**config.mk**
```make
export PLATFORM = sky130hd
export DESIGN_NAME = muldiv_seq
export DESIGN_NICKNAME = d
export VERILOG_FILES = /design/src/rtl/muldiv_pkg.sv /design/src/rtl/muldiv_step.sv /design/src/rtl/muldiv_seq.sv
export SDC_FILE = /design/constraint.sdc
export NUM_CORES = 1
export LEC_CHECK = 0
export CELL_PAD_IN_SITES_DETAIL_PLACEMENT = 1
export CELL_PAD_IN_SITES_GLOBAL_PLACEMENT = 2
export CORE_MARGIN = 4
export CORE_UTILIZATION = 25
export CTS_CLUSTER_DIAMETER = 120
export DETAILED_ROUTE_END_ITERATION = 10
export GPL_TIMING_DRIVEN = 0
export PLACE_DENSITY_LB_ADDON = 0.1
export REMOVE_ABC_BUFFERS = 1
export SYNTH_ARGS = -nofsm -noshare
export SYNTH_HDL_FRONTEND = slang
export SYNTH_HIERARCHICAL = 1
export SYNTH_SLANG_ARGS = --single-unit
```
**constraint.sdc**
```tcl
create_clock -name clk_i -period 4.35 [get_ports clk_i]
set_input_delay 0.6525 -clock clk_i [delete_from_list [all_inputs] [get_ports clk_i]]
set_output_delay 0.6525 -clock clk_i [all_outputs]
set_load 0.03 [all_outputs]
```
**src/rtl/muldiv_pkg.sv**
```systemverilog
// Shared constants for the iterative multiply/divide sequencer.
package muldiv_pkg;

  localparam int unsigned XLEN  = 32;
  localparam int unsigned CNT_W = $clog2(XLEN);

  localparam logic [1:0] OP_MUL   = 2'b00;
  localparam logic [1:0] OP_MULHU = 2'b01;
  localparam logic [1:0] OP_DIVU  = 2'b10;
  localparam logic [1:0] OP_REMU  = 2'b11;

  localparam logic [1:0] S_IDLE = 2'd0;
  localparam logic [1:0] S_BUSY = 2'd1;
  localparam logic [1:0] S_DONE = 2'd2;

endpackage

```
**src/rtl/muldiv_step.sv**
```systemverilog
// One combinational iteration: LSB-first shift-add multiply or MSB-first restoring divide.
module muldiv_step #(
  parameter int unsigned W = 32
) (
  input  logic           is_div,
  input  logic [2*W-1:0] acc,
  input  logic [W-1:0]   opnd,
  output logic [2*W-1:0] acc_next,
  output logic           q_bit
);

  logic [W:0]   mul_sum;
  logic [W:0]   shifted;
  logic [W+1:0] diff;
  logic         unused_diff_msb;

  // Divide packs {remainder, dividend-shifting-into-quotient} into acc.
  always_comb begin
    mul_sum  = {1'b0, acc[2*W-1:W]} + (acc[0] ? {1'b0, opnd} : {(W+1){1'b0}});
    shifted  = acc[2*W-1:W-1];
    diff     = {1'b0, shifted} - {2'b00, opnd};
    q_bit    = 1'b0;
    acc_next = {mul_sum, acc[W-1:1]};
    if (is_div) begin
      q_bit    = ~diff[W+1];
      acc_next = {(q_bit ? diff[W-1:0] : shifted[W-1:0]), acc[W-2:0], q_bit};
    end
  end

  // A successful subtract leaves a remainder below the divisor, so this bit is always zero.
  assign unused_diff_msb = diff[W];

endmodule

```
**src/rtl/muldiv_seq.sv**
```systemverilog
// Iterative unsigned MUL/MULHU/DIVU/REMU unit that stalls the pipeline until its result is ready.
module muldiv_seq #(
  parameter int unsigned XLEN  = muldiv_pkg::XLEN,
  parameter int unsigned STEPS = XLEN
) (
  input  logic            clk_i,
  input  logic            rst_i,
  input  logic            req_i,
  input  logic [1:0]      op_i,
  input  logic [XLEN-1:0] rs_i,
  input  logic [XLEN-1:0] rt_i,
  input  logic            flush_i,
  output logic            stall_o,
  output logic            busy_o,
  output logic            done_o,
  output logic [XLEN-1:0] result_o
);
  import muldiv_pkg::*;

  localparam int unsigned CNT_BITS = $clog2(STEPS);

  logic [1:0]          state_q, state_d;
  logic [CNT_BITS-1:0] cnt_q, cnt_d;
  logic [1:0]          op_q, op_d;
  logic [XLEN-1:0]     opnd_q, opnd_d;
  logic [2*XLEN-1:0]   acc_q, acc_d;
  logic [XLEN-1:0]     result_q, result_d;
  logic [2*XLEN-1:0]   acc_step;
  logic [XLEN-1:0]     result_sel;
  logic                unused_q_bit;
  logic                accept;
  logic                last;

  muldiv_step #(
    .W (XLEN)
  ) u_step (
    .is_div   (op_q[1]),
    .acc      (acc_q),
    .opnd     (opnd_q),
    .acc_next (acc_step),
    .q_bit    (unused_q_bit)
  );

  assign accept = (state_q == S_IDLE) && req_i && !flush_i;
  assign last   = (cnt_q == CNT_BITS'(STEPS - 1));

  always_comb begin
    result_sel = acc_step[XLEN-1:0];
    unique case (op_q)
      OP_MUL:   result_sel = acc_step[XLEN-1:0];
      OP_MULHU: result_sel = acc_step[2*XLEN-1:XLEN];
      OP_DIVU:  result_sel = acc_step[XLEN-1:0];
      OP_REMU:  result_sel = acc_step[2*XLEN-1:XLEN];
      default:  result_sel = acc_step[XLEN-1:0];
    endcase
  end

  always_comb begin
    state_d  = state_q;
    cnt_d    = cnt_q;
    op_d     = op_q;
    opnd_d   = opnd_q;
    acc_d    = acc_q;
    result_d = result_q;
    case (state_q)
      S_IDLE: begin
        if (accept) begin
          // Multiply: multiplier sits in the low half, multiplicand is the adder operand.
          // Divide: dividend sits in the low half, divisor is the subtrahend.
          op_d    = op_i;
          opnd_d  = op_i[1] ? rt_i : rs_i;
          acc_d   = {{XLEN{1'b0}}, (op_i[1] ? rs_i : rt_i)};
          cnt_d   = '0;
          state_d = S_BUSY;
        end
      end
      S_BUSY: begin
        acc_d = acc_step;
        if (last) begin
          result_d = result_sel;
          state_d  = S_DONE;
        end else begin
          cnt_d = cnt_q + 1'b1;
        end
      end
      S_DONE:  state_d = S_IDLE;
      default: state_d = S_IDLE;
    endcase
    if (flush_i) begin
      state_d  = S_IDLE;
      result_d = result_q;
    end
  end

  always_ff @(posedge clk_i or posedge rst_i) begin
    if (rst_i) begin
      state_q  <= S_IDLE;
      cnt_q    <= '0;
      op_q     <= OP_MUL;
      opnd_q   <= '0;
      acc_q    <= '0;
      result_q <= '0;
    end else begin
      state_q  <= state_d;
      cnt_q    <= cnt_d;
      op_q     <= op_d;
      opnd_q   <= opnd_d;
      acc_q    <= acc_d;
      result_q <= result_d;
    end
  end

  assign stall_o  = accept || (state_q == S_BUSY);
  assign busy_o   = (state_q == S_BUSY);
  assign done_o   = (state_q == S_DONE);
  assign result_o = result_q;

endmodule

```
==> results of run 1 <==
[power breakdown]
part / switching (uW) / total [uW] / internal, uW
clock network: 625 / 1590 / 967
logic: 2750 / 4820 / 2060
registers: 470 / 2060 / 1590
total: 3850 / 8470 / 4620
[worst min-delay path, cell delays in order (launching register included)]
cell	delay, ns
dfrtp_1	0.36
nand2_1	0.05
o21ai_0	0.06
[flip-flops by register name, indices dropped and copies added (netlist names)]
| name | count |
|---|---|
| cnt_q | 5 |
| result_o | 32 |
| opnd_q | 32 |
| state_q | 2 |
| op_q | 2 |
| acc_q | 64 |
[kinds of logic (layout without fill, tap and decap cells)]
kind of cell	after synthesis	in the layout	share of synthesized area
and+or+nand+nor	424	424	0.177
AOI/OAI and AO/OA	325	325	0.188
muxes	161	161	0.150
DFF	137	137	0.311
buffers and inverters	122	199	0.0539
adders and majority gates	68	68	0.0786
xor gates and xnor gates	53	53	0.0421
[per-stage QoR]
step | utilization | instance area, um2 | setup TNS [ns]
2_1_floorplan | - | 10600 | -53.12
3_3_place_gp | 0.285 | 12400 | -731.22
3_5_place_dp | 0.291 | 12600 | -8.44
4_1_cts | 0.306 | 13300 | 0
5_1_grt | 0.307 | 13300 | 0
6_report | 0.307 | 13300 | 0
[worst max path at each step]
stage	startpoint	to	slack [ns]	cells past startpoint
after floorplan	cnt_q[0]	state_q[1]	-1.72	4
after CTS	acc_q[0]	result_o[31]	0.02	15
after global routing	acc_q[55]	result_o[18]	0.01	12
after detailed placement	acc_q[0]	result_o[26]	-0.90	12
final	acc_q[0]	result_o[31]	0.29	16
after global placement	flush_i	state_q[1]	-6.10	2
[cells in the final DEF (no fill, tap or decap), types with 9 or more instances in the layout]
cell,count
nand2_1,174
mux2i_1,129
inv_1,44
ha_1,66
o21ai_0,36
o21ai_1,26
a211oi_1,9
nor2_1,86
xnor2_1,32
clkbuf_16,17
o21a_1,16
clkdlybuf4s50_1,103
xor2_1,21
a21o_1,28
dfrtp_1,134
o211ai_1,41
mux2_2,32
nand3_1,75
and2_1,37
a21oi_1,108
[final cells by class]
class                   instances  area [um2]
flip-flops and latches        137        3440
clock inverters                13         176
repair buffers                121        1310
well taps                     585         732
inverters                      46         183
clock buffers                  19         443
multi-input cells            1031        7040
fillers                      5133       30000
[cells in the mapped netlist (3+ instances only)]
library cell	count
xor2_1	21
nand2_1	174
a22o_1	3
o21ai_0	37
ha_1	66
mux2_2	32
buf_4	3
buf_1	13
a211o_1	4
nand2b_1	6
a211oi_1	10
o211ai_1	41
clkbuf_1	27
o22ai_1	6
or2_2	3
and3_2	3
nor3_1	4
a21o_1	28
and2_1	37
o21bai_1	8
xnor2_1	32
nor2b_1	8
buf_2	21
mux2i_1	129
buf_6	11
and3_1	5
o21ai_1	27
nor2_1	86
dfrtp_1	137
nand3_1	75
inv_1	46
a31oi_1	8
a21oi_1	108
nand4_1	8
o21a_1	16
[repair_timing]
item / 4_1_cts / 5_1_grt
resized for setup: 5 / 2
pin swaps: 2 / 2
endpoints found under the setup margin: 27 / 5
buffers inserted: 2 / 4
hold buffers: 0 / 0
[routing by layer]
metal	share of wire	GRT usage	up-vias	routed length (um)
met5	0	0	-	0
met4	0.012	0.0371	0	425
met3	0.029	0.0319	23	1040
met2	0.44	0.240	96	16000
met1	0.52	0.226	4639	18600
li1	-	-	4716	-
==> metrics.yaml, run 1 <==
floorplan:
  initial_core_util: 0.254
  rows: 76
  fp.dieH_um: 218
  die_width_um: 218
  dieArea_um2: 47500
  core_area_um2: 43400
  ioPinCount: 105
clock_network:
  clk_pin_slew_ns: 0.06
  cts_max_level: 4
  clk_latency_ns: 0.48
  cts_buffers: 17
  cts_tree: "built"
  root_buffer: "clkbuf_16"
  cts.sinks: 137
  clockBufferDepth: 2
worst_setup_path:
  path_cells: "and2_1 -> ha_1 -> fa_1 -> a211oi_1 -> o21bai_1 -> a211oi_4 -> buf_4 -> a211oi_2 -> o211ai_1 -> buf_4 -> o21ai_2 -> and4_1 -> o21ai_0 -> a22oi_1 -> mux2i_1 -> a21oi_1"
  critPathSlowestCell: "dfrtp_4"
  critPathRequiredTime_ns: 4.68
  reg2reg_from: "acc_q[0]"
  worstReg2RegEnd: "result_o[31]"
  rr_worst_depth: 16
  cpMostUsedCell: "buf_4"
  worst-path-buf-inv: 2
  timing.critical_path.from_type: "flop"
  crit_family: "compound AO/OA/AOI/OAI gates"
  arrival_ns: 4.38
  end_kind: "flop"
  path_max_fanout: 34
  rrSetupSlack_ns: 0.29
  critPathKind: "flop to flop"
  max_stage_delay_ns: 0.66
power:
  vdd_drop_max_mv: 0.282
  power.density_nw_per_um2: 636
  total_power_uw: 8470
  p_leak_uw: 0.00610
drt:
  wl_per_cell_um: 18.4
  drt-initial-drc-count: 351
  vias: 9474
  dr.pass1.iters: 4
  drtAntennaViolNets: 0
  routed_wl_mm: 36.0
  drc: 0
  vias_per_cell: 4.85
placed_design:
  hpwl_mm: 26.9
  gp_congestion: 0.755
  place_inst: 1914
  dp_slack_ns: -0.898
  io_buffers: 104
synthesis:
  yosys.area.top_type_share: 0.311
  synthDistinctLibCells: 74
  postSynth.asyncResetShare: 1.00
  netlist_instances: 1290
  yosysSeqAreaShare: 0.311
  synth_area_um2: 11000
  ys.warnings.count: 6
  synth_largest_area_cell: "dfrtp_1"
  synth_flop_cell: "dfrtp_1"
  avgSynthCellArea_um2: 8.54
  yosys_register_bits: 137
  synth_area_leaders: "dfrtp_1, mux2i_1, ha_1"
  synth_edf_count: 0
hold_path:
  hp-class: "flop to flop"
  hp-start: "opnd_q[31]"
  hold_end: "opnd_q[31]"
  hold_depth: 2
sta:
  holdWs_ns: 0.510
  rsz0062_at_grt: "false"
  slew-limit-headroom: 0.436
  fin_ws_ns: 0.294
  tightest_slew_ns: 0.846
  post-route-min-period_ns: 4.06
  setup_viol: 0
  fmax_mhz: 247
  slew_violations: 0
  timing.final.hold_violations: 0
  finClkSkew_ns: 0.0178
  fin_crit_sh: 0.932
outcome:
  outcome: "finished, final reports clean"
run:
  drv_cap: 0
global_route:
  grt_pass1_wl_mm: 58.7
  track_usage: 0.157
  grt_antenna_before_repair: 1
  grt-ovfl-total: 0
  grt_max_degree: 88
  first_global_vias: 10000
layout:
  syn_to_final_growth_pct: 20.9
  fin_nets: 1492
  fin_cells: 1952
  drive_gt1_frac: 0.0841
  diodes: 0
No activity file was read; power rests on OpenSTA's default activity.
==> run 2: changes to the inputs <==
--- a/config.mk
+++ b/config.mk
@@ -14,6 +14,7 @@
 export GPL_TIMING_DRIVEN = 0
 export PLACE_DENSITY_LB_ADDON = 0.1
 export REMOVE_ABC_BUFFERS = 1
+export SKIP_CTS_REPAIR_TIMING = 1
 export SYNTH_ARGS = -nofsm -noshare
 export SYNTH_HDL_FRONTEND = slang
 export SYNTH_HIERARCHICAL = 1
==> run 2 against run 1 <==
Effect of this change:
- critical endpoint is now result_o[18]
- sequential power about the same
- design area about the same
- highest routed layer unchanged
- first-iteration DRC count down 7.1%
- routed wire length up 0.21%
- largest cell class unchanged
- largest power group unchanged
- non-clock buffer count unchanged
- power up 0.21%
- cell count unchanged
==> metrics.yaml, run 2 (synthesis gave the netlist of run 1 again) <==
outcome:
  outcome: "finished, final reports clean"
worst_setup_path:
  timing.critical_path.from_type: "flop"
  worstReg2RegEnd: "result_o[18]"
  critPathKind: "flop to flop"
  arrival_ns: 4.38
  path_max_fanout: 29
  reg2reg_from: "acc_q[33]"
  critPathRequiredTime_ns: 4.70
  critPathSlowestCell: "or4_4"
  rrSetupSlack_ns: 0.32
  path_cells: "ha_1 -> o21a_1 -> o31a_1 -> o21ai_2 -> o21ai_2 -> a21oi_2 -> or4_4 -> nand2_4 -> mux2i_1 -> a21oi_1 -> mux2i_1 -> a21oi_1"
  rr_worst_depth: 12
  end_kind: "flop"
  max_stage_delay_ns: 0.61
drt:
  dr.pass1.iters: 4
  wl_per_cell_um: 18.5
  vias_per_cell: 4.85
  vias: 9466
  drt-initial-drc-count: 326
  routed_wl_mm: 36.1
  drc: 0
  drtAntennaViolNets: 0
sta:
  tightest_slew_ns: 0.848
  fmax_mhz: 248
  slew_violations: 0
  post-route-min-period_ns: 4.03
  timing.final.hold_violations: 0
  holdWs_ns: 0.511
  finClkSkew_ns: 0.0222
  setup_viol: 0
  rsz0062_at_grt: "false"
  slew-limit-headroom: 0.435
  fin_crit_sh: 0.927
clock_network:
  cts_tree: "built"
  cts.sinks: 137
  clk_pin_slew_ns: 0.07
  cts_max_level: 4
  cts_buffers: 17
  clk_latency_ns: 0.48
  root_buffer: "clkbuf_16"
  clockBufferDepth: 2
global_route:
  grt_antenna_before_repair: 1
  first_global_vias: 10000
  grt_pass1_wl_mm: 58.6
  track_usage: 0.156
  grt-ovfl-total: 0
  grt_max_degree: 88
power:
  p_leak_uw: 0.00610
  power.density_nw_per_um2: 637
  vdd_drop_max_mv: 0.281
  total_power_uw: 8490
layout:
  top_register: "acc_q"
  fin_util: 0.307
  syn_to_final_growth_pct: 20.9
  n_fill_cell: 5137
  layout_common_cells: "nand2_1, dfrtp_1, mux2i_1, a21oi_1, clkdlybuf4s50_1"
  largest_reg_flops: 64
  drive_gt1_frac: 0.0834
  fin_cells: 1952
  diodes: 0
  final_common_cell: "nand2_1"
  fin_nets: 1492
hold_path:
  hp-class: "flop to flop"
  hold_depth: 2
  hold_end: "opnd_q[31]"
  hp-start: "opnd_q[31]"
floorplan:
  rows: 76
  fp.dieH_um: 218
  die_width_um: 218
  dieArea_um2: 47500
  initial_core_util: 0.254
  ioPinCount: 105
  core_area_um2: 43400
placed_design:
  io_buffers: 104
  gp_congestion: 0.755
  hpwl_mm: 26.9
  place_inst: 1914
run:
  drv_cap: 0
run 2: cell counts in the layout (fill, tap and decap cells not counted):
Identical to the previous run, type by type.
run 2: how the worst max path moves through the flow:
stage,endpoint,startpoint,slack (ns),cells past startpoint
final,result_o[18],acc_q[33],0.32,12
after global routing,result_o[18],acc_q[55],0.01,12
after CTS,result_o[26],acc_q[0],-0.91,12
after detailed placement,result_o[26],acc_q[0],-0.90,12
after global placement,state_q[1],flush_i,-6.10,2
after floorplan,state_q[1],cnt_q[0],-1.72,4
run 2: power breakdown:
group	internal (uW)	switching (uW)	total, uW	leakage, uW
Combinational	2070	2780	4850	0.00403
Sequential	1590	454	2050	0.00177
Clock	967	624	1590	0.000299
Total	4630	3860	8490	0.00610
run 2: per-layer routing:
metal | GRT usage | share of wire | up-vias
met5 | 0 | 0 | -
met4 | 0.0371 | 0.012 | 0
met3 | 0.0319 | 0.029 | 22
met2 | 0.241 | 0.44 | 96
met1 | 0.226 | 0.51 | 4630
li1 | - | - | 4718
run 2: critical path, delay by kind of cell, from the launching register on:
kind,cells,cell delay [ns]
AOI/OAI and AO/OA,7,1.11
and+or+nand+nor,2,1.08
muxes,2,0.86
DFF,1,0.46
adders and majority gates,1,0.37
run 2: final cells by class:
cell class / count / area (um2) / area share
multi-input cells: 1031 / 7030 / 0.528
inverters: 46 / 183 / 0.0137
well taps: 585 / 732 / 0.0549
repair buffers: 121 / 1320 / 0.0989
clock buffers: 19 / 443 / 0.0332
flip-flops and latches: 137 / 3440 / 0.258
clock inverters: 13 / 176 / 0.0132
run 2: per-stage QoR:
| step | instance area, um2 | worst slack, ns | setup TNS [ns] |
|---|---|---|---|
| 2_1_floorplan | 10600 | -1.72 | -53.12 |
| 3_3_place_gp | 12400 | -6.10 | -731.22 |
| 3_5_place_dp | 12600 | -0.898 | -8.44 |
| 4_1_cts | 13300 | -0.912 | -9.06 |
| 5_1_grt | 13300 | 0.00969 | 0 |
| 6_report | 13300 | 0.318 | 0 |
